<file path="src/rtl/sseg_pkg.sv">
// -----------------------------------------------------------------------------
// sseg_pkg
// Shared constants for the seven-segment bus reader.
// Contents:
//   - segment bit positions inside the 8-bit sseg bus
//   - active-low glyph table for the codes the display driver emits
//   - special display codes (blank, invalid)
//   - scan-tracking FSM state type and state constants
// -----------------------------------------------------------------------------
package sseg_pkg;

    // Bit positions on the sseg bus: [7]=dp, [6:0]={g,f,e,d,c,b,a}
    localparam int SEG_A  = 0;
    localparam int SEG_B  = 1;
    localparam int SEG_C  = 2;
    localparam int SEG_D  = 3;
    localparam int SEG_E  = 4;
    localparam int SEG_F  = 5;
    localparam int SEG_G  = 6;
    localparam int SEG_DP = 7;

    // Special display codes
    localparam logic [3:0] CODE_BLANK   = 4'hB;
    localparam logic [3:0] CODE_C       = 4'hC;
    localparam logic [3:0] CODE_E       = 4'hE;
    localparam logic [3:0] CODE_INVALID = 4'hF;

    // Active-low glyphs, bit order {g,f,e,d,c,b,a}; a 0 bit is a lit segment
    localparam logic [6:0] GLYPH_0     = 7'h40;
    localparam logic [6:0] GLYPH_1     = 7'h79;
    localparam logic [6:0] GLYPH_2     = 7'h24;
    localparam logic [6:0] GLYPH_3     = 7'h30;
    localparam logic [6:0] GLYPH_4     = 7'h19;
    localparam logic [6:0] GLYPH_5     = 7'h12;
    localparam logic [6:0] GLYPH_6     = 7'h02;
    localparam logic [6:0] GLYPH_7     = 7'h78;
    localparam logic [6:0] GLYPH_8     = 7'h00;
    localparam logic [6:0] GLYPH_9     = 7'h10;
    localparam logic [6:0] GLYPH_BLANK = 7'h7F;
    localparam logic [6:0] GLYPH_C     = 7'h46;
    localparam logic [6:0] GLYPH_E     = 7'h06;

    // Scan-tracking FSM
    typedef logic [1:0] scan_state_t;
    localparam scan_state_t ST_IDLE   = 2'd0;
    localparam scan_state_t ST_SETTLE = 2'd1;
    localparam scan_state_t ST_HOLD   = 2'd2;
    localparam scan_state_t ST_COMMIT = 2'd3;

endpackage

</file>
<file path="src/rtl/sseg_glyph_decode.sv">
// -----------------------------------------------------------------------------
// sseg_glyph_decode
// Purely combinational map from an active-low 7-segment pattern back to the
// 4-bit display code. Unknown patterns return CODE_INVALID with valid=0.
// Ports:
//   seg_n  in  7  active-low segments {g,f,e,d,c,b,a}
//   code   out 4  decoded display code
//   valid  out 1  1 when the pattern is a known glyph
// -----------------------------------------------------------------------------
module sseg_glyph_decode
    import sseg_pkg::*;
(
    input  logic [6:0] seg_n,
    output logic [3:0] code,
    output logic       valid
);

    // Table lookup of the glyph pattern
    always_comb begin
        code  = CODE_INVALID;
        valid = 1'b1;
        case (seg_n)
            GLYPH_0:     code = 4'h0;
            GLYPH_1:     code = 4'h1;
            GLYPH_2:     code = 4'h2;
            GLYPH_3:     code = 4'h3;
            GLYPH_4:     code = 4'h4;
            GLYPH_5:     code = 4'h5;
            GLYPH_6:     code = 4'h6;
            GLYPH_7:     code = 4'h7;
            GLYPH_8:     code = 4'h8;
            GLYPH_9:     code = 4'h9;
            GLYPH_BLANK: code = CODE_BLANK;
            GLYPH_C:     code = CODE_C;
            GLYPH_E:     code = CODE_E;
            default: begin
                code  = CODE_INVALID;
                valid = 1'b0;
            end
        endcase
    end

endmodule

</file>
<file path="src/rtl/sseg_capture.sv">
// -----------------------------------------------------------------------------
// sseg_capture
// Reader for a multiplexed seven-segment bus. Tracks the active-low anode
// scan, samples each digit once its anode has been stable for SETTLE_CYCLES,
// decodes the glyph and reassembles the display word once every digit has
// been seen.
// Ports:
//   clk           in  1   system clock
//   clear         in  1   asynchronous active-high reset
//   sseg          in  8   active-low segments, [7]=dp, [6:0]={g,f,e,d,c,b,a}
//   an            in  8   active-low anodes, only [N_DIGITS-1:0] legal
//   word          out 16  last complete decoded word, digit i in [4i+3:4i]
//   dp            out 4   last complete decimal points, 1 = lit
//   frame_valid   out 1   one-cycle pulse when word/dp update
//   word_changed  out 1   pulse with frame_valid when the word differs
//                         (or on the first frame after reset)
//   glyph_err     out 1   sticky: undecodable glyph captured
//   anode_err     out 1   sticky: illegal anode pattern seen
//   stale         out 1   no complete frame within TIMEOUT_CYCLES
// -----------------------------------------------------------------------------
module sseg_capture
    import sseg_pkg::*;
#(
    parameter int SETTLE_CYCLES  = 16,
    parameter int TIMEOUT_CYCLES = 1048576,
    parameter int N_DIGITS       = 4
)(
    input  logic        clk,
    input  logic        clear,
    input  logic [7:0]  sseg,
    input  logic [7:0]  an,
    output logic [15:0] word,
    output logic [3:0]  dp,
    output logic        frame_valid,
    output logic        word_changed,
    output logic        glyph_err,
    output logic        anode_err,
    output logic        stale
);

    localparam int CNT_W = $clog2(SETTLE_CYCLES);
    localparam int TMO_W = $clog2(TIMEOUT_CYCLES) + 1;
    localparam int IDX_W = (N_DIGITS > 1) ? $clog2(N_DIGITS) : 1;

    localparam logic [CNT_W-1:0] CNT_LAST = CNT_W'(SETTLE_CYCLES - 1);
    localparam logic [TMO_W-1:0] TMO_LAST = TMO_W'(TIMEOUT_CYCLES - 1);
    // Counter value in the cycle before it reaches TMO_LAST
    localparam logic [TMO_W-1:0] TMO_HIT  = TMO_W'(TIMEOUT_CYCLES - 2);

    // Input stage
    logic [7:0]                 sseg_q_r;
    logic [7:0]                 an_q_r;
    logic [7:0]                 an_prev_r;

    // Scan tracking
    scan_state_t                state_r;
    scan_state_t                state_nxt_s;
    logic [CNT_W-1:0]           cnt_r;
    logic [CNT_W-1:0]           cnt_nxt_s;
    logic                       capture_s;

    // Anode classification
    logic [3:0]                 low_cnt_s;
    logic [IDX_W-1:0]           low_idx_s;
    logic                       high_ok_s;
    logic                       blank_s;
    logic                       legal_s;
    logic                       illegal_s;
    logic                       changed_s;

    // Frame assembly
    logic [N_DIGITS-1:0][3:0]   slot_code_r;
    logic [N_DIGITS-1:0]        slot_dp_r;
    logic [N_DIGITS-1:0]        mask_r;
    logic [N_DIGITS-1:0]        cap_bits_s;
    logic                       mask_full_s;
    logic [15:0]                word_asm_s;
    logic [3:0]                 dp_asm_s;

    // Decoder
    logic [3:0]                 dec_code_s;
    logic                       dec_valid_s;

    // Timeout and outputs
    logic [TMO_W-1:0]           tmo_cnt_r;
    logic                       tmo_hit_s;
    logic                       first_r;
    logic [15:0]                word_r;
    logic [3:0]                 dp_r;
    logic                       frame_valid_r;
    logic                       word_changed_r;
    logic                       glyph_err_r;
    logic                       anode_err_r;
    logic                       stale_r;

    sseg_glyph_decode u_decode (
        .seg_n (sseg_q_r[6:0]),
        .code  (dec_code_s),
        .valid (dec_valid_s)
    );

    // Register the raw buses once; all decisions use the registered copies.
    // The anode/segment registers reset to all-high (nothing driven) so the
    // first cycle after reset is not mistaken for an all-anodes-low error.
    always_ff @(posedge clk or posedge clear) begin
        if (clear) begin
            sseg_q_r  <= 8'hFF;
            an_q_r    <= 8'hFF;
            an_prev_r <= 8'hFF;
        end else begin
            sseg_q_r  <= sseg;
            an_q_r    <= an;
            an_prev_r <= an_q_r;
        end
    end

    // Classify the registered anode bus and locate the low digit
    always_comb begin
        low_cnt_s = 4'd0;
        low_idx_s = {IDX_W{1'b0}};
        high_ok_s = 1'b1;
        for (int i = 0; i < N_DIGITS; i++) begin
            if (an_q_r[i] == 1'b0) begin
                low_cnt_s = low_cnt_s + 4'd1;
                low_idx_s = IDX_W'(i);
            end else begin
                low_cnt_s = low_cnt_s;
            end
        end
        for (int i = N_DIGITS; i < 8; i++) begin
            if (an_q_r[i] == 1'b0) begin
                high_ok_s = 1'b0;
            end else begin
                high_ok_s = high_ok_s;
            end
        end
        blank_s   = &an_q_r;
        legal_s   = high_ok_s && (low_cnt_s == 4'd1);
        illegal_s = !blank_s && !legal_s;
        changed_s = (an_q_r != an_prev_r);
    end

    // Completion is detected from the mask alone: it is only full in the
    // cycle right after the capture that filled it.
    assign mask_full_s = &mask_r;

    // Scan FSM next state and dwell counter; capture fires once per dwell
    always_comb begin
        state_nxt_s = state_r;
        cnt_nxt_s   = cnt_r;
        capture_s   = 1'b0;
        case (state_r)
            ST_IDLE: begin
                cnt_nxt_s = {CNT_W{1'b0}};
                if (legal_s) begin
                    state_nxt_s = ST_SETTLE;
                end else begin
                    state_nxt_s = ST_IDLE;
                end
            end
            ST_SETTLE: begin
                if (!legal_s) begin
                    state_nxt_s = ST_IDLE;
                    cnt_nxt_s   = {CNT_W{1'b0}};
                end else if (changed_s) begin
                    state_nxt_s = ST_SETTLE;
                    cnt_nxt_s   = {CNT_W{1'b0}};
                end else if (cnt_r == CNT_LAST) begin
                    state_nxt_s = ST_HOLD;
                    capture_s   = 1'b1;
                end else begin
                    cnt_nxt_s   = cnt_r + {{(CNT_W-1){1'b0}}, 1'b1};
                end
            end
            ST_HOLD, ST_COMMIT: begin
                if (!legal_s) begin
                    state_nxt_s = ST_IDLE;
                    cnt_nxt_s   = {CNT_W{1'b0}};
                end else if (changed_s) begin
                    state_nxt_s = ST_SETTLE;
                    cnt_nxt_s   = {CNT_W{1'b0}};
                end else if ((state_r == ST_HOLD) && mask_full_s) begin
                    state_nxt_s = ST_COMMIT;
                end else begin
                    state_nxt_s = ST_HOLD;
                end
            end
            default: begin
                state_nxt_s = ST_IDLE;
                cnt_nxt_s   = {CNT_W{1'b0}};
            end
        endcase
    end

    // Scan FSM state and dwell counter registers
    always_ff @(posedge clk or posedge clear) begin
        if (clear) begin
            state_r <= ST_IDLE;
            cnt_r   <= {CNT_W{1'b0}};
        end else begin
            state_r <= state_nxt_s;
            cnt_r   <= cnt_nxt_s;
        end
    end

    // Mask bit for the digit being captured and the assembled word/dp
    always_comb begin
        cap_bits_s = {N_DIGITS{1'b0}};
        if (capture_s) begin
            cap_bits_s[low_idx_s] = 1'b1;
        end else begin
            cap_bits_s = {N_DIGITS{1'b0}};
        end
        word_asm_s = 16'h0000;
        dp_asm_s   = 4'b0000;
        for (int i = 0; i < N_DIGITS; i++) begin
            word_asm_s[4*i +: 4] = slot_code_r[i];
            dp_asm_s[i]          = slot_dp_r[i];
        end
    end

    // A timeout only takes effect when no frame completes in the same cycle
    assign tmo_hit_s = !mask_full_s && (tmo_cnt_r == TMO_HIT);

    // Digit slots; a recapture before completion simply overwrites the slot
    always_ff @(posedge clk or posedge clear) begin
        if (clear) begin
            slot_code_r <= {N_DIGITS{4'h0}};
            slot_dp_r   <= {N_DIGITS{1'b0}};
        end else if (capture_s) begin
            slot_code_r[low_idx_s] <= dec_code_s;
            slot_dp_r[low_idx_s]   <= ~sseg_q_r[SEG_DP];
        end else begin
            slot_code_r <= slot_code_r;
            slot_dp_r   <= slot_dp_r;
        end
    end

    // Capture mask: cleared by completion or timeout, a same-cycle capture
    // survives a timeout so the digit is not lost
    always_ff @(posedge clk or posedge clear) begin
        if (clear) begin
            mask_r <= {N_DIGITS{1'b0}};
        end else if (mask_full_s) begin
            mask_r <= {N_DIGITS{1'b0}};
        end else if (tmo_hit_s) begin
            mask_r <= cap_bits_s;
        end else begin
            mask_r <= mask_r | cap_bits_s;
        end
    end

    // Frame commit, change detection, timeout and stale flag
    always_ff @(posedge clk or posedge clear) begin
        if (clear) begin
            word_r         <= 16'h0000;
            dp_r           <= 4'b0000;
            frame_valid_r  <= 1'b0;
            word_changed_r <= 1'b0;
            first_r        <= 1'b1;
            stale_r        <= 1'b0;
            tmo_cnt_r      <= {TMO_W{1'b0}};
        end else if (mask_full_s) begin
            word_r         <= word_asm_s;
            dp_r           <= dp_asm_s;
            frame_valid_r  <= 1'b1;
            word_changed_r <= first_r | (word_asm_s != word_r);
            first_r        <= 1'b0;
            stale_r        <= 1'b0;
            tmo_cnt_r      <= {TMO_W{1'b0}};
        end else begin
            frame_valid_r  <= 1'b0;
            word_changed_r <= 1'b0;
            stale_r        <= stale_r | tmo_hit_s;
            if (tmo_cnt_r != TMO_LAST) begin
                tmo_cnt_r <= tmo_cnt_r + {{(TMO_W-1){1'b0}}, 1'b1};
            end else begin
                tmo_cnt_r <= tmo_cnt_r;
            end
        end
    end

    // Sticky error flags, cleared only by reset
    always_ff @(posedge clk or posedge clear) begin
        if (clear) begin
            glyph_err_r <= 1'b0;
            anode_err_r <= 1'b0;
        end else begin
            glyph_err_r <= glyph_err_r | (capture_s & ~dec_valid_s);
            anode_err_r <= anode_err_r | illegal_s;
        end
    end

    assign word         = word_r;
    assign dp           = dp_r;
    assign frame_valid  = frame_valid_r;
    assign word_changed = word_changed_r;
    assign glyph_err    = glyph_err_r;
    assign anode_err    = anode_err_r;
    assign stale        = stale_r;

endmodule
</file>
<file path="config.mk">
export PLATFORM = sky130hd
export DESIGN_NAME = sseg_capture
export DESIGN_NICKNAME = d
export VERILOG_FILES = /design/src/rtl/sseg_pkg.sv /design/src/rtl/sseg_glyph_decode.sv /design/src/rtl/sseg_capture.sv
export SDC_FILE = /design/constraint.sdc
export NUM_CORES = 1
export LEC_CHECK = 0
export ABC_AREA = 1
export BUFFER_PORTS_ARGS = -buffer_cell sky130_fd_sc_hd__buf_2
export CORE_MARGIN = 5
export CORE_UTILIZATION = 45
export DETAILED_ROUTE_END_ITERATION = 6
export SLEW_MARGIN = 20
export SYNTH_ARGS = -nofsm -noshare
export SYNTH_HDL_FRONTEND = slang
export SYNTH_SLANG_ARGS = --single-unit
</file>
<file path="constraint.sdc">
create_clock -name clk -period 4.2 [get_ports clk]
set_input_delay 0 -clock clk [delete_from_list [all_inputs] [get_ports clk]]
set_output_delay 0 -clock clk [all_outputs]
set_load 0.01 [all_outputs]
</file>
Word-level counts from Yosys, hierarchy flattened
Cells that the tools add are included.

Add/subtract/negate cells: 5. Order comparisons: 2. Equal/unequal tests: 24. Mux-type cells: 45. Bitwise operators: 8. Reduce and logical (&&, ||, !) cells: 16.

Operators with widths (number): $pmux 4 s13 (1); $mux 4 (12); $mux 21 (2); $eq 7x7->1 const B (5); $add 21x1->21 const B (1); $eq 21x20->1 const B (1); $eq 7x5->1 const B (3); $ne 21x20->1 const B (1); $mux 1 (17); $add 4x1->4 const B (4); $bwmux 16 (1); $ne 16x16->1 (1); $eq 7x6->1 const B (2); $mux 2 (7); $reduce_or 13->1 (1); $pmux 4 s3 (1); $demux 4 s2 (1); $ne 4x4->1 const B (2); $ne 8x8->1 (1); $reduce_and 8->1 (1); $eq 7x2->1 const B (1); $eq 7x3->1 const B (1); $logic_not 7->1 (1); $pmux 2 s3 (1); 20 further kinds (31).

Register bits after elaboration: 101. Input port bits: 18. Logic and storage cells: 120.

Logic depth before layout (Yosys ltp)
Gate-level depths: netlist of the first run.

Depth in word-level cells: 15. Depth in mapped cells: 18. Gate-level depth less buffers: 18.

Hierarchy
Synthesis of the first run repeated with hierarchy kept, for this count alone.

Cells, all modules: 614. Area total of the unflattened synthesis: 4976.0 µm².

Modules (own cells, without submodules): sseg_capture (times used 1, cells an instance 544, area each 4680.7 µm², seq. area each 2558.7 µm²); sseg_glyph_decode (times used 1, cells an instance 70, area each 295.3 µm², seq. area each 0.0 µm²).

Worst setup path after synthesis of the first run
OpenSTA, ideal clock, no wires.

Kind: flip-flop to flip-flop. Start point: register an_q_r[1]. End point: register slot_code_r[11] (netlist bit). Arrival time: 2311 ps. Required time: 4135 ps. Slack: 1824 ps. Stages on the path, launching flop included: 15. Path buffers: 1. Clock period less this slack: 2376 ps. Path through: dfstp_2 inv_1 ha_1 inv_1 nand2_1 nand2_2 inv_2 ha_1 nand3b_2 a21oi_4 nand3_4 clkinv_2 buf_6 nand3_1 nand2_1.

Cells in the longest elaborated chain, start to end: 9.

RTL lines: start: declaration (line sseg_capture.sv:52) `logic [7:0] an_q_r;`; start signal: assignment (line sseg_capture.sv:112) `an_q_r <= an;`; $mux 4 (line sseg_capture.sv:123) `if (an_q_r[i] == 1'b0) begin`; $add 4x1->4 (line sseg_capture.sv:124) `low_cnt_s = low_cnt_s + 4'd1;`; $mux 4 (line sseg_capture.sv:123); $add 4x1->4 (line sseg_capture.sv:124); $mux 4 (line sseg_capture.sv:123); $eq 4x1->1 (line sseg_capture.sv:138) `legal_s = high_ok_s && (low_cnt_s == 4'd1);`; $logic_and 1x1->1 (line sseg_capture.sv:138); $mux 1 (line sseg_capture.sv:162) `if (!legal_s) begin`; $mux 1 (line sseg_capture.sv:152) `case (state_r)`; end signal: assignment (line sseg_capture.sv:228) `slot_code_r <= {N_DIGITS{4'h0}};`; end signal: indexed assignment (line sseg_capture.sv:231) `slot_code_r[low_idx_s] <= dec_code_s;`; end signal: assignment (line sseg_capture.sv:234) `slot_code_r <= slot_code_r;`; end: declaration (line sseg_capture.sv:72) `logic [N_DIGITS-1:0][3:0] slot_code_r;`.

Parallel ways exist; a longest one is shown, timed or not. A chain may end at the register's enable or synchronous reset.

Final worst setup path of the first run
Start point: register an_q_r[1]. End point: register slot_code_r[15] (netlist bit).

Same word-level chain as after synthesis.

==> results of run 1 <==
metrics by stage:
step,hold WS (ns),total power [mW],area (um2)
floorplan,0.00448,1.09,4950
global placement,0.105,1.11,5300
detailed placement,0.106,1.11,5300
CTS,0.252,1.85,5700
global route,0.257,1.90,5700
finish,0.269,1.82,5700
synthesized netlist by cell type (3+ instances only):
cell type / n
dfrtp_1: 76
nand4_1: 18
nor2_1: 63
buf_6: 3
o21ai_0: 29
nand2_1: 179
ha_1: 6
nor3_1: 13
nor2_2: 4
o22ai_1: 3
dfstp_2: 25
inv_1: 66
a31oi_1: 4
clkbuf_1: 7
xor2_1: 10
nand3_1: 42
xnor2_1: 8
nand2_2: 7
a21oi_1: 15
power groups by stage:
| stage | clock, mW | sequential [mW] | combinational [mW] |
|---|---|---|---|
| floorplan | 0 | 1.02 | 0.0649 |
| global placement | 0 | 1.02 | 0.0836 |
| detailed placement | 0 | 1.03 | 0.0859 |
| CTS | 0.744 | 1.01 | 0.0981 |
| global route | 0.778 | 1.01 | 0.112 |
| finish | 0.719 | 1.01 | 0.0962 |
layer usage:
layer  global-route usage (%)  vias up  wire length [um]
met5                        0        -                 0
met4                     6.73        0               210
met3                     2.63       17               347
li1                         -     2054                 -
met1                     22.8     1915              5030
met2                     28.1       67              4960
kinds of logic (layout without fill, tap and decap cells):
group	Yosys count	after routing	synth area share (%)
xor+xnor	18	18	3.19
simple gates	337	337	29.9
buf+inv	81	148	6.73
flops	101	101	51.7
fa+ha+maj	6	6	1.52
compound gates	60	60	6.95
worst max-delay path by stage:
stage / end / from / cells after the start
finish: slot_code_r[15]$_DFFE_PP0P_ / an_q_r[1]$_DFF_PP1_ / 14
global placement: slot_code_r[5]$_DFFE_PP0P_ / an_q_r[1]$_DFF_PP1_ / 14
detailed placement: slot_code_r[4]$_DFFE_PP0P_ / an_q_r[1]$_DFF_PP1_ / 14
CTS: slot_code_r[15]$_DFFE_PP0P_ / an_q_r[1]$_DFF_PP1_ / 14
floorplan: anode_err$_DFF_PP0_ / clear / 1
global route: slot_code_r[15]$_DFFE_PP0P_ / an_q_r[1]$_DFF_PP1_ / 17
flip-flops by register name, summed over array words and instances (netlist names):
name          count
an_prev_r         8
an_q_r            8
anode_err         1
cnt_r             4
dp                4
dp_asm_s          4
first_r           1
frame_valid       1
glyph_err         1
mask_r            4
slot_code_r      16
sseg_q_r          8
stale             1
state_r           2
tmo_cnt_r        21
word             16
word_changed      1
worst max-delay path: cells and delay by family, from the launching register on:
kind          cells  cell delay [ns]
simple gates      9             1.23
fa+ha+maj         2             0.60
flops             1             0.57
buf+inv           3             0.19
area by class of cell:
cell class / count / share of cell area [%]
tap: 140 / 3.07
multi-input combinational: 421 / 36.1
sequential: 101 / 44.9
clock inverter: 4 / 1.71
timing repair buffer: 62 / 7.07
inverter: 71 / 4.83
clock buffer: 11 / 2.31
timing repair:
item	4_1_cts	5_1_grt
endpoints found under the hold margin	50	0
setup buffers	0	0
hold buffers	17	0
==> impl_metrics.py, run 1 <==
metrics = {
    "run_status": {
        "status": "finished, final reports clean",
    },
    "critical_path": {
        "regToRegStartpoint": "an_q_r[1]$_DFF_PP1_",
        "worst_setup_path_end_kind": "register",
        "crit_fanout": 6,
        "slowest_stage": "dfstp_2",
        "cp-start-kind": "register",
        "critPathKind": "reg2reg",
        "reg2reg_depth": 14,
        "r2r_slack_ns": 1.51,
        "worstPathCellList": "inv_1 -> ha_1 -> inv_1 -> nand2_1 -> nand2_2 -> inv_2 -> ha_1 -> nand3b_2 -> nand2_1 -> nand2_2 -> nor2_4 -> nand4_1 -> nand2_1 -> nand2_1",
        "rr_endpoint": "slot_code_r[15]$_DFFE_PP0P_",
        "critPathMaxStageDelay_ns": 0.57,
        "worst_ep_required_time_ns": 4.46,
        "arrival_ns": 2.94,
        "crit_top_cell": "nand2_1",
    },
    "layout": {
        "syn_to_final_growth_pct": 15.1,
        "mostFrequentLayoutCells": "nand2_1 (179), dfrtp_1 (76), inv_1 (65), nor2_1 (63)",
        "fillers": 1026,
        "utilization_pct": 52.8,
        "layout.cells.non_filler": 810,
        "nets": 690,
        "n_antenna_cell": 0,
        "seqCellArea_mm2": 0.00256,
        "final_common_cell": "nand2_1",
        "multi_input_area_mm2": 0.00206,
        "drive_above_1_share_pct": 16.6,
    },
    "routing": {
        "drc_errors": 0,
        "routed_wirelength_um": 10600,
        "firstDrtPassIters": 4,
        "via_count": 4053,
        "wl_per_cell_um": 13.0,
        "antenna_left": 0,
        "dr.first_iter.drc_count": 198,
        "viasPerCell": 5.00,
    },
    "floorplanning": {
        "core_area_mm2": 0.0108,
        "ioPinCount": 43,
        "design.die.area_mm2": 0.0132,
        "fp.dieH_um": 115,
        "initial_core_util_pct": 45.8,
        "die_w_um": 115,
        "rows": 38,
    },
    "sta": {
        "finClkSkew_ns": 0.0129,
        "finalSetupTns_ns": 0,
        "period_share_pct": 64.0,
        "period_minus_slack_ns": 2.69,
        "setup_slack_ns": 1.51,
        "drv_slew": 0,
        "hold_viol": 0,
        "worst_slew_pin_slew_ns": 0.729,
        "max_slew_margin_pct": 51.0,
        "max_freq_ghz": 0.372,
        "setup_viol": 0,
        "grt_setup_unrepaired": "no",
    },
    "synth": {
        "synth_area_leader_cell": "dfrtp_1",
        "ys_warn_count": 0,
        "synth_area_leaders": "dfrtp_1 (38%), nand2_1 (14%), dfstp_2 (13%)",
        "netlist.area_leader.share_pct": 38.4,
        "synth_nets": 627,
        "synth_cell_types": 37,
        "syn_inst": 603,
        "synth_edf_count": 0,
        "async_flop_share_pct": 100,
        "syn_avg_cell_area_um2": 8.21,
        "seq_area_frac_synth_pct": 51.7,
        "synth_seq_cells": 101,
        "synth_area_mm2": 0.00495,
        "ys.flop_type": "dfrtp_1",
    },
    "cts": {
        "cts_resized": 0,
        "clk_pin_slew_worst_paths_ns": 0.09,
        "cts_root_buf": "clkbuf_8",
        "cts_made_buffers": 9,
        "clock_latency_ns": 0.37,
        "cts_sinks": 101,
        "h-tree-depth": 3,
        "cts_tree": "done",
        "clock_path_buffers": 2,
    },
    "run": {
        "cap_violations": 0,
    },
    "placement": {
        "dp_hpwl_um": 7660,
        "gp_congestion": 0.871,
        "dp_slack_ns": 1.54,
        "post-place-cells": 778,
        "port_buffers": 42,
    },
    "min_path": {
        "hp-class": "in2reg",
        "min_delay_path_depth": 2,
        "hp-start": "an[0]",
        "holdPathEnd": "an_q_r[0]$_DFF_PP1_",
    },
    "global_route": {
        "grt_pass1_vias": 3967,
        "grt_max_degree": 60,
        "gr-total-overflow": 0,
        "grtUsageTotal_pct": 17.1,
        "grt_antenna_before_repair": 0,
        "grt_pass1_wl_um": 18200,
    },
    "power_and_ir_drop": {
        "ir_worst_vdd_mv": 0.203,
        "seqPwrFrac_pct": 55.3,
        "p_leak_nw": 2.94,
        "powerDensity_mw_per_mm2": 320,
        "pwr-share-comb_pct": 5.3,
        "p_sw_uw": 399,
        "clock_power_share_pct": 39.5,
        "power.internal_mw": 1.42,
        "netSwitchingFraction_pct": 21.9,
    },
}
(Power assumes the default switching activity.)
==> inputs of run 2 (changes only) <==
==> constraint.sdc (replaced) <==
create_clock -name clk -period 2.56 [get_ports clk]
set_input_delay 0 -clock clk [delete_from_list [all_inputs] [get_ports clk]]
set_output_delay 0 -clock clk [all_outputs]
set_load 0.01 [all_outputs]
==> run 2 against run 1 <==
Sequential share of layout area decreased by 0.53 points; hold slack got worse by 0.039 ns; core utilization increased by 0.63 points; total power increased by 55%; via count increased by 0.42%; clock power increased by 40%; maximum frequency increased by 13%; sequential power increased by 63%; combinational power increased by 81%; critical path type unchanged.
==> impl_metrics.py, run 2 (synthesized netlist as in run 1, its figures left out) <==
metrics = {
    "sta": {
        "period_minus_slack_ns": 2.37,
        "hold_slack_ns": 0.230,
        "worst_slew_pin_slew_ns": 0.621,
        "hold_viol": 0,
        "max_freq_ghz": 0.422,
        "finClkSkew_ns": 0.0146,
        "max_slew_margin_pct": 58.3,
        "setup_slack_ns": 0.191,
        "drv_slew": 0,
        "setup_viol": 0,
        "period_share_pct": 92.5,
    },
    "layout": {
        "top_register": "tmo_cnt_r",
        "largest_reg_flops": 21,
        "fillers": 1023,
        "final_common_cell": "nand2_1",
        "syn_to_final_growth_pct": 16.5,
        "n_antenna_cell": 0,
        "drive_above_1_share_pct": 18.7,
        "nets": 699,
        "mostFrequentLayoutCells": "nand2_1 (179), dfrtp_1 (76), nor2_1 (63), inv_1 (62)",
    },
    "cts": {
        "cts_root_buf": "clkbuf_8",
        "cts_sinks": 101,
        "clock_path_buffers": 2,
        "clk_pin_slew_worst_paths_ns": 0.10,
        "cts_made_buffers": 9,
        "clock_latency_ns": 0.38,
        "h-tree-depth": 3,
        "cts_tree": "done",
    },
    "placement": {
        "dp_hpwl_um": 7710,
        "port_buffers": 42,
        "gp_congestion": 0.899,
        "dp_slack_ns": -0.0609,
    },
    "global_route": {
        "grtUsageTotal_pct": 17.8,
        "grt_antenna_before_repair": 0,
        "grt_max_degree": 74,
        "grt_pass1_vias": 3976,
        "grt_pass1_wl_um": 18800,
        "gr-total-overflow": 0,
    },
    "critical_path": {
        "cp-start-kind": "register",
        "worstPathCellList": "inv_1 -> ha_4 -> inv_2 -> nand2_1 -> nand2_2 -> inv_2 -> ha_2 -> nand3b_4 -> nand2_1 -> nand2_2 -> nor2_4 -> buf_4 -> nand2_1 -> nand2_1 -> o21ai_1 -> nor2_1",
        "reg2reg_depth": 16,
        "worst_ep_required_time_ns": 2.86,
        "regToRegStartpoint": "an_q_r[0]$_DFF_PP1_",
        "crit_fanout": 5,
        "worst_setup_path_end_kind": "register",
        "r2r_slack_ns": 0.19,
        "arrival_ns": 2.67,
        "crit_top_cell": "nand2_1",
        "critPathMaxStageDelay_ns": 0.54,
        "cp_top_family": "simple AND/OR/NAND/NOR gates",
        "crit_buf_inv": 4,
        "rr_endpoint": "cnt_r[0]$_DFFE_PP0P_",
        "slowest_stage": "dfstp_2",
        "critPathKind": "reg2reg",
    },
    "power_and_ir_drop": {
        "p_total_mw": 2.83,
        "powerDensity_mw_per_mm2": 491,
        "p_leak_nw": 2.98,
        "ir_worst_vdd_mv": 0.414,
    },
    "routing": {
        "viasPerCell": 4.96,
        "dr.first_iter.drc_count": 250,
        "drc_errors": 0,
        "antenna_left": 0,
        "via_count": 4070,
        "wl_per_cell_um": 13.1,
        "routed_wirelength_um": 10800,
        "firstDrtPassIters": 4,
    },
    "floorplanning": {
        "initial_core_util_pct": 45.8,
        "die_w_um": 115,
        "design.die.area_mm2": 0.0132,
        "core_area_mm2": 0.0108,
        "ioPinCount": 43,
        "rows": 38,
        "fp.dieH_um": 115,
    },
    "run_status": {
        "status": "finished, final reports clean",
    },
    "run": {
        "cap_violations": 0,
    },
    "min_path": {
        "hp-class": "in2async",
    },
}
[run 2: cell types whose count changed in the layout (fill, tap and decap cells not counted), sizes merged]
| cell | previous run | this run |
|---|---|---|
| buf | 45 | 54 |
| inv | 70 | 69 |
| bufinv | 3 | 1 |
| clkinv | 1 | 5 |
[run 2: power by group]
| group | internal [mW] | switching (mW) |
|---|---|---|
| combinational | 0.0722 | 0.102 |
| sequential | 1.63 | 0.0209 |
| clock | 0.473 | 0.534 |
[run 2: how the worst max path moves through the flow]
stage / startpoint / cells after the start / slack [ns] / to
after global routing: an_q_r[1]$_DFF_PP1_ / 18 / -0.01 / cnt_r[0]$_DFFE_PP0P_
after CTS: an_q_r[0]$_DFF_PP1_ / 17 / 0.05 / dp_asm_s[3]$_DFFE_PP0P_
after global placement: an_q_r[0]$_DFF_PP1_ / 14 / 0.05 / slot_code_r[1]$_DFFE_PP0P_
after detailed placement: an_q_r[0]$_DFF_PP1_ / 14 / -0.06 / dp_asm_s[0]$_DFFE_PP0P_
after floorplan: an_q_r[1]$_DFF_PP1_ / 14 / 0.18 / slot_code_r[11]$_DFFE_PP0P_
final: an_q_r[0]$_DFF_PP1_ / 16 / 0.19 / cnt_r[0]$_DFFE_PP0P_
[run 2: routing by layer]
| metal | wire, um | GRT usage, % | share of wire [%] |
|---|---|---|---|
| met1 | 5070 | 24.2 | 47 |
| met2 | 5080 | 28.3 | 47 |
| met4 | 129 | 4.38 | 1.2 |
| met3 | 491 | 4.84 | 4.6 |
| met5 | 0 | 0 | 0 |
[run 2: area by class of cell]
| cell class | instances | area, um2 | share of cell area [%] |
|---|---|---|---|
| flip-flops and latches | 101 | 2560 | 44.4 |
| repair buffers | 71 | 483 | 8.38 |
| inverters | 71 | 277 | 4.80 |
| multi-input cells | 421 | 2080 | 36.1 |
| clock inverters | 5 | 50.0 | 0.868 |
| well taps | 140 | 175 | 3.04 |
| clock buffers | 11 | 141 | 2.45 |
[run 2: what timing repair did]
action / in CTS / in global routing
setup buffers: 4 / 2
hold endpoints to repair: 21 / 0
endpoints found under the setup margin: 24 / 27
resized for setup: 2 / 4
pin swaps: 3 / 7
hold buffers: 17 / 0
[run 2: through the flow]
step	area [um2]	utilization [%]	TNS [ns]	std cells
floorplan	4950	-	0	603
global placement	5340	49.4	0	781
detailed placement	5340	49.4	-0.881	781
CTS	5750	53.3	0	818
global route	5770	53.4	-0.0125	820
finish	5770	53.4	0	820
[run 2: tightest hold or removal path, cell delays in order]
cell	delay, ns
dlygate4sd3_1	0.53
buf_2	0.13
clkinvlp_4	0.40
